$ cat src/rtl/maze_pkg.sv
// maze_pkg: shared types for the travel plan sequencer.
// Opcode and sequencer state enums plus small plan helpers.
package maze_pkg;

    typedef enum logic [1:0] {
        STOP        = 2'b00,
        VEER_R      = 2'b01,
        VEER_L      = 2'b10,
        TURN_AROUND = 2'b11
    } op_t;

    typedef enum logic [1:0] {
        IDLE     = 2'd0,
        FOLLOW   = 2'd1,
        MANEUVER = 2'd2,
        HALT     = 2'd3
    } state_t;

    localparam int         PLAN_W  = 16;
    localparam logic [3:0] LAST_OP = 4'd7;

    // Opcode at the head of the plan (LSB pair executes first).
    function automatic op_t head_op(input logic [PLAN_W-1:0] plan);
        return op_t'(plan[1:0]);
    endfunction

endpackage

$ cat src/rtl/bump_sync.sv
// bump_sync: two-flop synchronizers for the active-low bump switches.
// Ports: clk, rst (async high), bmp_l_n/bmp_r_n (raw pins),
//        bumped (high while either synchronized switch is pressed).
module bump_sync (
    input  logic clk,
    input  logic rst,
    input  logic bmp_l_n,
    input  logic bmp_r_n,
    output logic bumped
);

    logic [1:0] l_ff;
    logic [1:0] r_ff;

    // Flops idle at 1 so reset never looks like a press.
    always_ff @(posedge clk or posedge rst) begin
        if (rst) begin
            l_ff <= 2'b11;
            r_ff <= 2'b11;
        end else begin
            l_ff <= {l_ff[0], bmp_l_n};
            r_ff <= {r_ff[0], bmp_r_n};
        end
    end

    assign bumped = ~l_ff[1] | ~r_ff[1];

endmodule

$ cat src/rtl/travel_plan_seq.sv
// travel_plan_seq: steps a robot through an 8-opcode travel plan,
// triggering one maneuver per debounced line gap.
// Ports: clk, rst (async high); cmd/cmd_rdy/clr_cmd_rdy plan load;
//        line_present, man_done, BMPL_n/BMPR_n inputs;
//        go, man_code, man_strt, buzz_en, plan_done outputs.
// Option: define BUMP_RECOVER_EN to resume automatically after an
//         obstruction has been clear for RESUME_CYC cycles.
module travel_plan_seq
    import maze_pkg::*;
#(
    parameter int GAP_DEB    = 4096,
    parameter int RESUME_CYC = 65536
) (
    input  logic        clk,
    input  logic        rst,
    input  logic [15:0] cmd,
    input  logic        cmd_rdy,
    output logic        clr_cmd_rdy,
    input  logic        line_present,
    input  logic        man_done,
    input  logic        BMPL_n,
    input  logic        BMPR_n,
    output logic        go,
    output logic [1:0]  man_code,
    output logic        man_strt,
    output logic        buzz_en,
    output logic        plan_done
);

    localparam int GAP_W = $clog2(GAP_DEB + 1);
    localparam logic [GAP_W-1:0] GAP_MAX  = GAP_W'(GAP_DEB);
    localparam logic [GAP_W-1:0] GAP_LAST = GAP_W'(GAP_DEB - 1);

    if (GAP_DEB < 1 || RESUME_CYC < 1) begin : g_param_chk
        $error("travel_plan_seq: GAP_DEB and RESUME_CYC must be >= 1");
    end

    state_t             state;
    logic [PLAN_W-1:0]  plan;
    logic [3:0]         op_cnt;
    logic [GAP_W-1:0]   gap_cnt;
    logic               bumped;
    logic               take_cmd;
    logic               moving;
    logic               gap_full;

`ifdef BUMP_RECOVER_EN
    localparam int RES_W = $clog2(RESUME_CYC + 1);
    localparam logic [RES_W-1:0] RES_LAST = RES_W'(RESUME_CYC - 1);

    // Only needed to know where to go back to after a resume.
    state_t             saved_state;
    logic [RES_W-1:0]   resume_cnt;
`endif

    bump_sync u_bump (
        .clk     (clk),
        .rst     (rst),
        .bmp_l_n (BMPL_n),
        .bmp_r_n (BMPR_n),
        .bumped  (bumped)
    );

    // A new plan is accepted when idle or when parked after a bump.
    assign take_cmd = cmd_rdy && (state == IDLE || state == HALT);
    assign moving   = (state == FOLLOW) || (state == MANEUVER);
    // This absent cycle is the GAP_DEB-th consecutive one.
    assign gap_full = (gap_cnt >= GAP_LAST);

    always_ff @(posedge clk or posedge rst) begin
        if (rst) begin
            state       <= IDLE;
            plan        <= '0;
            op_cnt      <= '0;
            gap_cnt     <= '0;
            go          <= 1'b0;
            man_code    <= 2'b00;
            man_strt    <= 1'b0;
            clr_cmd_rdy <= 1'b0;
            buzz_en     <= 1'b0;
            plan_done   <= 1'b0;
`ifdef BUMP_RECOVER_EN
            saved_state <= IDLE;
            resume_cnt  <= '0;
`endif
        end else begin
            man_strt    <= 1'b0;
            clr_cmd_rdy <= 1'b0;
            plan_done   <= 1'b0;

            if (take_cmd) begin
                plan        <= cmd;
                op_cnt      <= '0;
                gap_cnt     <= '0;
                clr_cmd_rdy <= 1'b1;
                go          <= 1'b1;
                buzz_en     <= 1'b0;
                state       <= FOLLOW;
            end else if (bumped && moving) begin
                go      <= 1'b0;
                buzz_en <= 1'b1;
                state   <= HALT;
`ifdef BUMP_RECOVER_EN
                saved_state <= state;
                resume_cnt  <= '0;
`endif
            end else begin
                unique case (state)
                    IDLE: begin
                    end
                    FOLLOW: begin
                        if (line_present) begin
                            gap_cnt <= '0;
                        end else begin
                            if (gap_cnt != GAP_MAX)
                                gap_cnt <= gap_cnt + 1'b1;
                            if (gap_full) begin
                                if (head_op(plan) == STOP) begin
                                    go        <= 1'b0;
                                    plan_done <= 1'b1;
                                    state     <= IDLE;
                                end else begin
                                    man_code <= plan[1:0];
                                    man_strt <= 1'b1;
                                    state    <= MANEUVER;
                                end
                            end
                        end
                    end
                    MANEUVER: begin
                        if (man_done) begin
                            plan    <= {2'b00, plan[PLAN_W-1:2]};
                            op_cnt  <= op_cnt + 1'b1;
                            gap_cnt <= '0;
                            if (op_cnt == LAST_OP) begin
                                go        <= 1'b0;
                                plan_done <= 1'b1;
                                state     <= IDLE;
                            end else begin
                                state <= FOLLOW;
                            end
                        end
                    end
                    HALT: begin
`ifdef BUMP_RECOVER_EN
                        // Any press restarts the release count.
                        if (bumped) begin
                            resume_cnt <= '0;
                        end else if (resume_cnt == RES_LAST) begin
                            resume_cnt <= '0;
                            buzz_en    <= 1'b0;
                            go         <= 1'b1;
                            state      <= saved_state;
                        end else begin
                            resume_cnt <= resume_cnt + 1'b1;
                        end
`endif
                    end
                    default: begin
                    end
                endcase
            end
        end
    end

endmodule

$ cat config.mk
export PLATFORM = sky130hd
export DESIGN_NAME = travel_plan_seq
export DESIGN_NICKNAME = d
export VERILOG_FILES = /design/src/rtl/maze_pkg.sv /design/src/rtl/bump_sync.sv /design/src/rtl/travel_plan_seq.sv
export SDC_FILE = /design/constraint.sdc
export NUM_CORES = 1
export LEC_CHECK = 0
export BUFFER_PORTS_ARGS = -buffer_cell sky130_fd_sc_hd__buf_2
export CAP_MARGIN = 30
export CORE_MARGIN = 2
export CORE_UTILIZATION = 62
export DETAILED_ROUTE_END_ITERATION = 8
export GPL_TIMING_DRIVEN = 0
export PLACE_DENSITY = 0.91
export SKIP_LAST_GASP = 1
export SLEW_MARGIN = 20
export SYNTH_ARGS = -nofsm -noshare
export SYNTH_HDL_FRONTEND = slang
export SYNTH_HIERARCHICAL = 1
export SYNTH_SLANG_ARGS = --single-unit
$ cat constraint.sdc
create_clock -name clk -period 3.5 [get_ports clk]
set_input_delay 0.175 -clock clk [delete_from_list [all_inputs] [get_ports clk]]
set_output_delay 0.175 -clock clk [all_outputs]
set_load 0.05 [all_outputs]
==> results of run 1 <==
==> state kept, by name (all words and copies together) (netlist names) <==
signal / flops
clr_cmd_rdy: 1
state: 2
u_bump/r_ff: 2
op_cnt: 4
plan_done: 1
buzz_en: 1
go: 1
man_code: 2
man_strt: 1
gap_cnt: 13
plan: 16
u_bump/l_ff: 2
==> logic make-up after synthesis <==
family	after synthesis	synth area share, %
flops	46	49.0
fa+ha+maj	7	3.71
buf+inv	19	3.76
simple gates	85	18.8
compound gates	54	13.7
xor+xnor	5	1.86
mux	21	9.22
==> layer usage <==
layer | wire (µm) | part of all wire, % | track usage, %
met1 | 2320 | 46 | 37.3
met4 | 77 | 1.5 | 12.2
met2 | 2320 | 46 | 38.4
met5 | 0 | 0 | 0
met3 | 302 | 6.0 | 7.19
==> worst max-delay path by stage <==
stage | startpoint | to | slack, ns | cells after the start
after floorplan | state[0] | gap_cnt[10] | 1.61 | 6
after global placement | state[0] | gap_cnt[12] | 1.24 | 6
after detailed placement | state[0] | gap_cnt[10] | 1.25 | 6
after CTS | state[0] | gap_cnt[10] | 1.22 | 6
after global routing | state[0] | gap_cnt[4] | 1.04 | 6
final | state[0] | gap_cnt[12] | 1.20 | 6
==> repair_timing <==
item                                   4_1_cts  5_1_grt
gates resized for setup                      0        0
hold buffers                                 3        0
endpoints found under the hold margin       19        0
==> metrics by stage <==
| step | cell area, µm² | total power, mW |
|---|---|---|
| floorplan | 2360 | 1.40 |
| global placement | 2570 | 1.56 |
| global route | 2710 | 2.10 |
| detailed placement | 2590 | 1.61 |
| finish | 2710 | 1.96 |
| CTS | 2710 | 1.95 |
==> area by class of cell <==
| class | count | area (µm²) | area share, % |
|---|---|---|---|
| Sequential cell | 46 | 1160 | 42.7 |
| Multi-Input combinational cell | 172 | 1120 | 41.2 |
| Timing Repair Buffer | 33 | 195 | 7.21 |
| Clock buffer | 7 | 86.3 | 3.19 |
| Tap cell | 48 | 60.1 | 2.22 |
| Buffer | 10 | 55.1 | 2.03 |
| Inverter | 9 | 33.8 | 1.25 |
| Clock inverter | 1 | 5.00 | 0.185 |
==> layout by cell type, fill, tap and decap left out, drive strengths merged, types with 4 or more instances in the layout <==
cell type | synthesis | routed
clkbuf | 4 | 11
o31ai | 4 | 4
mux2i | 18 | 18
o21ai | 29 | 29
nor2 | 16 | 16
and2 | 4 | 4
nand4 | 6 | 6
dfstp | 4 | 4
buf | 6 | 36
inv | 9 | 9
nor3 | 6 | 6
ha | 7 | 7
nand2 | 34 | 34
a21oi | 9 | 9
dfrtp | 42 | 42
==> Yosys cell counts (2+ instances only) <==
library cell / number / share of area (%)
nand2b_1: 2 / 0.53
inv_1: 9 / 1.4
nor3_1: 5 / 1.1
nor2b_1: 2 / 0.53
mux2_2: 2 / 0.95
and2_1: 3 / 0.79
buf_2: 4 / 0.85
dfstp_2: 4 / 4.5
nor2_1: 15 / 2.4
ha_1: 7 / 3.7
a21oi_2: 2 / 0.74
or2_2: 2 / 0.53
nand4_1: 5 / 1.3
o21ai_0: 29 / 6.1
nand3b_1: 2 / 0.64
o21a_1: 3 / 0.95
nand3_1: 2 / 0.42
dfrtp_1: 42 / 45
a21oi_1: 7 / 1.5
o41ai_1: 3 / 1.1
xnor2_1: 3 / 1.1
nand2_1: 34 / 5.4
xor2_1: 2 / 0.74
o31ai_1: 4 / 1.3
mux2i_1: 18 / 7.6
or3_1: 2 / 0.53
clkbuf_1: 3 / 0.48
==> tightest hold or removal path, delay by kind of cell <==
| kind | cells | cell delay [ns] |
|---|---|---|
| AO/OA/AOI/OAI | 1 | 0.05 |
| buffers and inverters | 1 | 0.07 |
| AND/OR/NAND/NOR | 1 | 0.03 |
==> power by group <==
group          total [mW]  switching, mW  leakage (nW)  internal, mW
clock network       0.340          0.181        0.0482         0.160
logic               0.856          0.533         0.563         0.322
registers           0.759         0.0897         0.591         0.670
==> metrics.md, run 1 <==
| Metric | Value |
|---|---|
| Die extent in y | 65.7 µm |
| CTS root buf | clkbuf_8 |
| H-tree levels | 2 |
| Via count of the first global-routing pass | between 1.5k and 2k |
| Initial core utilization | between 60% and 70% |
| CTS tree | built |
| Initial antenna violation count | 0 |
| Clock sink count | 46 |
| Placed instance count | 315 |
| Die W | roughly 66 µm |
| R2R cell count | 6 |
| Achievable frequency | roughly 440 MHz |
| Top Ports | 30 |
| Max-capacitance violation count | 0 |
| Class of the worst hold path | in2reg |
| Status | complete, no violations |
| Cell family with most CP delay | simple AND/OR/NAND/NOR gates |
| CP peak stage delay | 0.40 ns |
| Reg-to-Reg Start | state[0] |
| Pre-Repair DR Iteration Count | 4 |
| Crit path cell chain | inv_1 > ha_1 > a21o_2 > nor2_2 > nand4_1 > o41ai_1 |
| Worst vdd ir | about 0.00045 V |
| Register area share after synthesis | approximately 49% |
| Largest net degree at the start of global routing | 30 |
| Worst relative slew slack | 72.2% |
| Post-synth EDFFs | 0 |
| Vias per Instance | between 5 and 6 |
| First-pass GRT wire length | between 8 and 9 mm |
| # rows | 22 |
| GRT Total Usage | around a quarter |
| Worst-path clk slew | ~0.090 ns |
| Layout cells sized above 1 | approximately 22% |
| Clock latency on the worst-skew pair | 0.31 ns |
| ANT cells | 0 |
| Worst slew pin tran | between 0.4 and 0.5 ns |
| Yosys cell types | 48 |
| Fin cells | between 300 and 400 |
| Hold WS | roughly 0.066 ns |
| Post-detail-place hpwl | between 3 and 4 mm |
| Final worst-path setup slack | ~1.2 ns |
| DR WL/cell | 15.4 µm |
| Clock Skews | roughly 0.0086 ns |
| Reg2reg setup slack | ~1.2 ns |
| Final Util | between 70% and 80% |
| Synth Warn # | 6 |
| Critical path type | reg2reg |
| Worst Min Path Start | cmd[8] |
| Slowest CP cell | o41ai_1 |
| Buffers & Inverters on Critical Path | 1 |
| Via count | 1,906 |
| Synth Flop Type | dfrtp_1 |
| First DRT Iteration DRCs | 110 |
| Lkg Pwr | roughly 1.2 nW |
| Cell count after synthesis | 237 |
| GR Overflow Total | 0 |
| Fin Setup TNS | 0 ns |
| Final ANT Viol Nets | 0 |
| Critical path launch point type | flop |
| Ys async rst share | 100% |
| Final Hold Fails | 0 |
| Unrepaired setup endpoints after global routing | no |
| Synth-to-Final Area Change | 14.7% |
| Drt total wl | 5.02 mm |
| GP Congestion | approximately 0.9 |
| Ratio of final minimum period to clock period | between 60% and 70% |
| DP Worst Slack | about 1.2 ns |
| Hold path depth | 3 |
| Cell area after synthesis | 2360 µm² |
| Final Slew Violations | 0 |
| Die area | between 4000 and 5000 µm² |
| Setup crit end kind | flop |
| Crit path DAT | 2.50 ns |
| Num CTS Buffers | 5 |
| Post-synthesis register bit count | 46 |
| Synth Area per Inst | 9.96 µm² |
| Hold Path End | plan[8] |
| Fin crit period | around 2.3 ns |
| # nets final | 307 |
| DRC Markers | 0 |
| Fillers | around 260 |
| Setup Viol. Count Final | 0 |
| FF-to-FF End | gap_cnt[12] |
| Postcts setup bufs | 0 |
| Placeable Area | about 3700 µm² |
| Req. time, crit path | roughly 3.7 ns |
| Pwr per Cell Area | 722 nW/µm² |
| Buffers on Ports | 29 |
| Syn Nets | about 270 |
| Crit-path max FO | 9 |
| Clk buf depth | 2 |
(Power assumes the default switching activity.)
==> run 2: changes to the inputs <==
Settings changed: CORE_UTILIZATION 62 to 52, PLACE_DENSITY 0.91 to 0.82.
Clock period 3.5 ns to 2 ns, I/O delays scaled along.
==> run 2 against run 1 <==
Net effect:
- setup slack worse by 1.1 ns
- register-to-register slack worse by 1.1 ns
- worst hold slack lost 0.060 ns
- non-clock buffer count grew 9
==> metrics.md, run 2 (synthesis gave the netlist of run 1 again) <==
| Metric | Value |
|---|---|
| Worst slew pin tran | 0.365 ns (-0.0494 ns) |
| Vias per Instance | 5.69 (-2.7%) |
| Clock sink count | 46 (unchanged) |
| Max-capacitance violation count | 0 (unchanged) |
| Global routing usage on met3 | 5.06% (-2.1 points) |
| Worst-path clk slew | 0.09 ns (about the same) |
| Initial core utilization | 54.2% (-10 points) |
| Setup crit end kind | flop |
| Post-detail-place hpwl | 3.47 mm (-2.8%) |
| Clock Skews | 0.0105 ns (+0.00186 ns) |
| Status | complete, no violations |
| Worst vdd ir | 0.000728 V (+62%) |
| Grt met2 use | 34.7% (-3.7 points) |
| Critical path type | reg2reg |
| Fin Setup TNS | 0 ns (unchanged) |
| Largest net degree at the start of global routing | 30 (unchanged) |
| GR peak layer | met2 |
| GR Layer Usage met1 | 29.7% (-7.7 points) |
| Switch share | 39.4% (-1.8 points) |
| Critical path launch point type | flop |
| CTS tree | built |
| Comb pwr share | 46.6% (+2.8 points) |
| Hold WS | 0.00592 ns (-0.0600 ns) |
| Achievable frequency | 520 MHz (+19%) |
| Ratio of final minimum period to clock period | 96.2% (+31 points) |
| # rows | 24 (+9.1%) |
| Die W | 71.4 µm (+8.6%) |
| Die area | 5100 µm² (+18%) |
| Layout cells sized above 1 | 27.9% (+5.6 points) |
| Pre-Repair DR Iteration Count | 4 (unchanged) |
| Die extent in y | 71.4 µm (+8.6%) |
| H-tree levels | 2 (unchanged) |
| Commonest non-fill, non-tap cells in the layout | 42 x dfrtp_1, 33 x nand2_1, 32 x buf_2 |
| GP Congestion | 0.826 (-8.9%) |
| Unrepaired setup endpoints after global routing | yes |
| Setup Viol. Count Final | 0 (unchanged) |
| Buffers on Ports | 29 (unchanged) |
| Drt total wl | 5.25 mm (+4.6%) |
| Fillers | 323 (+23%) |
| DRC Markers | 0 (unchanged) |
| Switch Pwr | 1.51 mW (+88%) |
| Crit-path max FO | 9 (unchanged) |
| Most common cell after layout, fill and taps aside | dfrtp_1 |
| Clock latency on the worst-skew pair | 0.30 ns (about the same) |
| GR Overflow Total | 0 (unchanged) |
| Class of the worst hold path | in2reg |
| DP Worst Slack | -0.364 ns (-1.61 ns) |
| Final worst-path setup slack | 0.0753 ns (-1.13 ns) |
| Biggest register | plan |
| Final ANT Viol Nets | 0 (unchanged) |
| Regs by FF count | plan: 16 flops, gap_cnt: 13 flops, op_cnt: 4 flops |
| Initial antenna violation count | 0 (unchanged) |
| Num CTS Buffers | 5 (unchanged) |
| Final Util | 65.7% (-8.2 points) |
| Pwr per Cell Area | 1340 nW/µm² (+86%) |
| Placed inst area | 2590 µm² (+0.19%) |
| # nets final | 316 (+2.9%) |
| Req. time, crit path | 2.19 ns (-1.51 ns) |
| First-pass GRT wire length | 8.67 mm (+1.4%) |
| Worst relative slew slack | 75.6% (+3.4 points) |
| Top Ports | 30 (unchanged) |
| Fin crit period | 1.92 ns (-0.371 ns) |
| Clk buf depth | 2 (unchanged) |
| Final Hold Fails | 0 (unchanged) |
| Via count | 1,929 (+1.2%) |
| ANT cells | 0 (unchanged) |
| Crit path DAT | 2.12 ns (-0.38 ns) |
| Lkg Pwr | 1.27 nW (+5.9%) |
| Placeable Area | 4350 µm² (+19%) |
| Via count of the first global-routing pass | 1,908 (+2.1%) |
| Clock power share | 18.7% (+1.3 points) |
| First DRT Iteration DRCs | 99 (-10%) |
| Final Slew Violations | 0 (unchanged) |
| Synth-to-Final Area Change | 21.2% |
| Seq pwr share | 34.7% (-4.1 points) |
| Max reg flops | 16 (unchanged) |
| GRT Total Usage | 21.7% (-4.9 points) |
| CTS root buf | clkbuf_8 |
| Int Power | 2.33 mW (+100%) |
| DR WL/cell | 15.5 µm (+0.63%) |
| Final instance area | 2860 µm² (+5.7%) |
-- run 2: cell types whose count changed in the layout (fill, tap and decap cells not counted), sizes merged --
cell	change
buf	+6
clkbuf	+2
bufinv	+1
clkinv	-1
dlygate4sd3	+1
-- run 2: layout make-up --
class,instances,area [µm²],area share [%]
multi-input cells,172,1160,40.7
plain buffers,10,63.8,2.23
clock inverters,1,30.0,1.05
flip-flops and latches,46,1160,40.4
well taps,52,65.1,2.27
inverters,9,33.8,1.18
repair buffers,42,263,9.18
clock buffers,7,86.3,3.02
-- run 2: critical path, stage by stage, from the launching register on --
cell and delay [ns]:
dfrtp_1 0.40, inv_2 0.10, ha_1 0.17, buf_6 0.14
mux2_4 0.32, a21oi_4 0.17, o21bai_2 0.16, buf_2 0.18
o21ai_0 0.09, o41ai_1 0.07
-- run 2: repair_timing --
item / CTS / global route
endpoints found under the setup margin: 30 / 32
gates cloned: 0 / 1
endpoints found under the hold margin: 20 / 0
pin swaps: 3 / 4
resized for setup: 7 / 10
setup buffers: 4 / 3
hold buffers: 4 / 0
-- run 2: final timing paths --
check,startpoint,end,slack (ns),cells after the start
max,state[0],gap_cnt[12],0.08,9
max in group asynchronous,rst,gap_cnt[11],1.23,4
min in group asynchronous,rst,gap_cnt[1],0.32,3
max reg2reg,state[0],gap_cnt[12],0.08,9
min reg2reg,u_bump/l_ff[0],u_bump/l_ff[1],0.36,0
min,cmd[11],plan[11],0.006,3
-- run 2: through the flow --
stage | total power, mW | instances
6_report | 3.84 | 339
2_1_floorplan | 2.45 | 237
5_1_grt | 4.10 | 339
3_5_place_dp | 2.81 | 319
3_3_place_gp | 2.74 | 318
4_1_cts | 3.66 | 335
-- run 2: layer usage --
layer,up-vias,wire (µm)
met5,-,0
met2,66,2470
met1,921,2360
li1,928,-
met3,14,314
met4,0,99
-- run 2: power by group through the flow --
stage	sequential, mW	combinational (mW)	clock [mW]
after floorplan	1.38	1.06	0
after global placement	1.33	1.41	0
after detailed placement	1.34	1.47	0
after CTS	1.33	1.60	0.725
after global routing	1.36	1.98	0.757
final	1.33	1.79	0.717
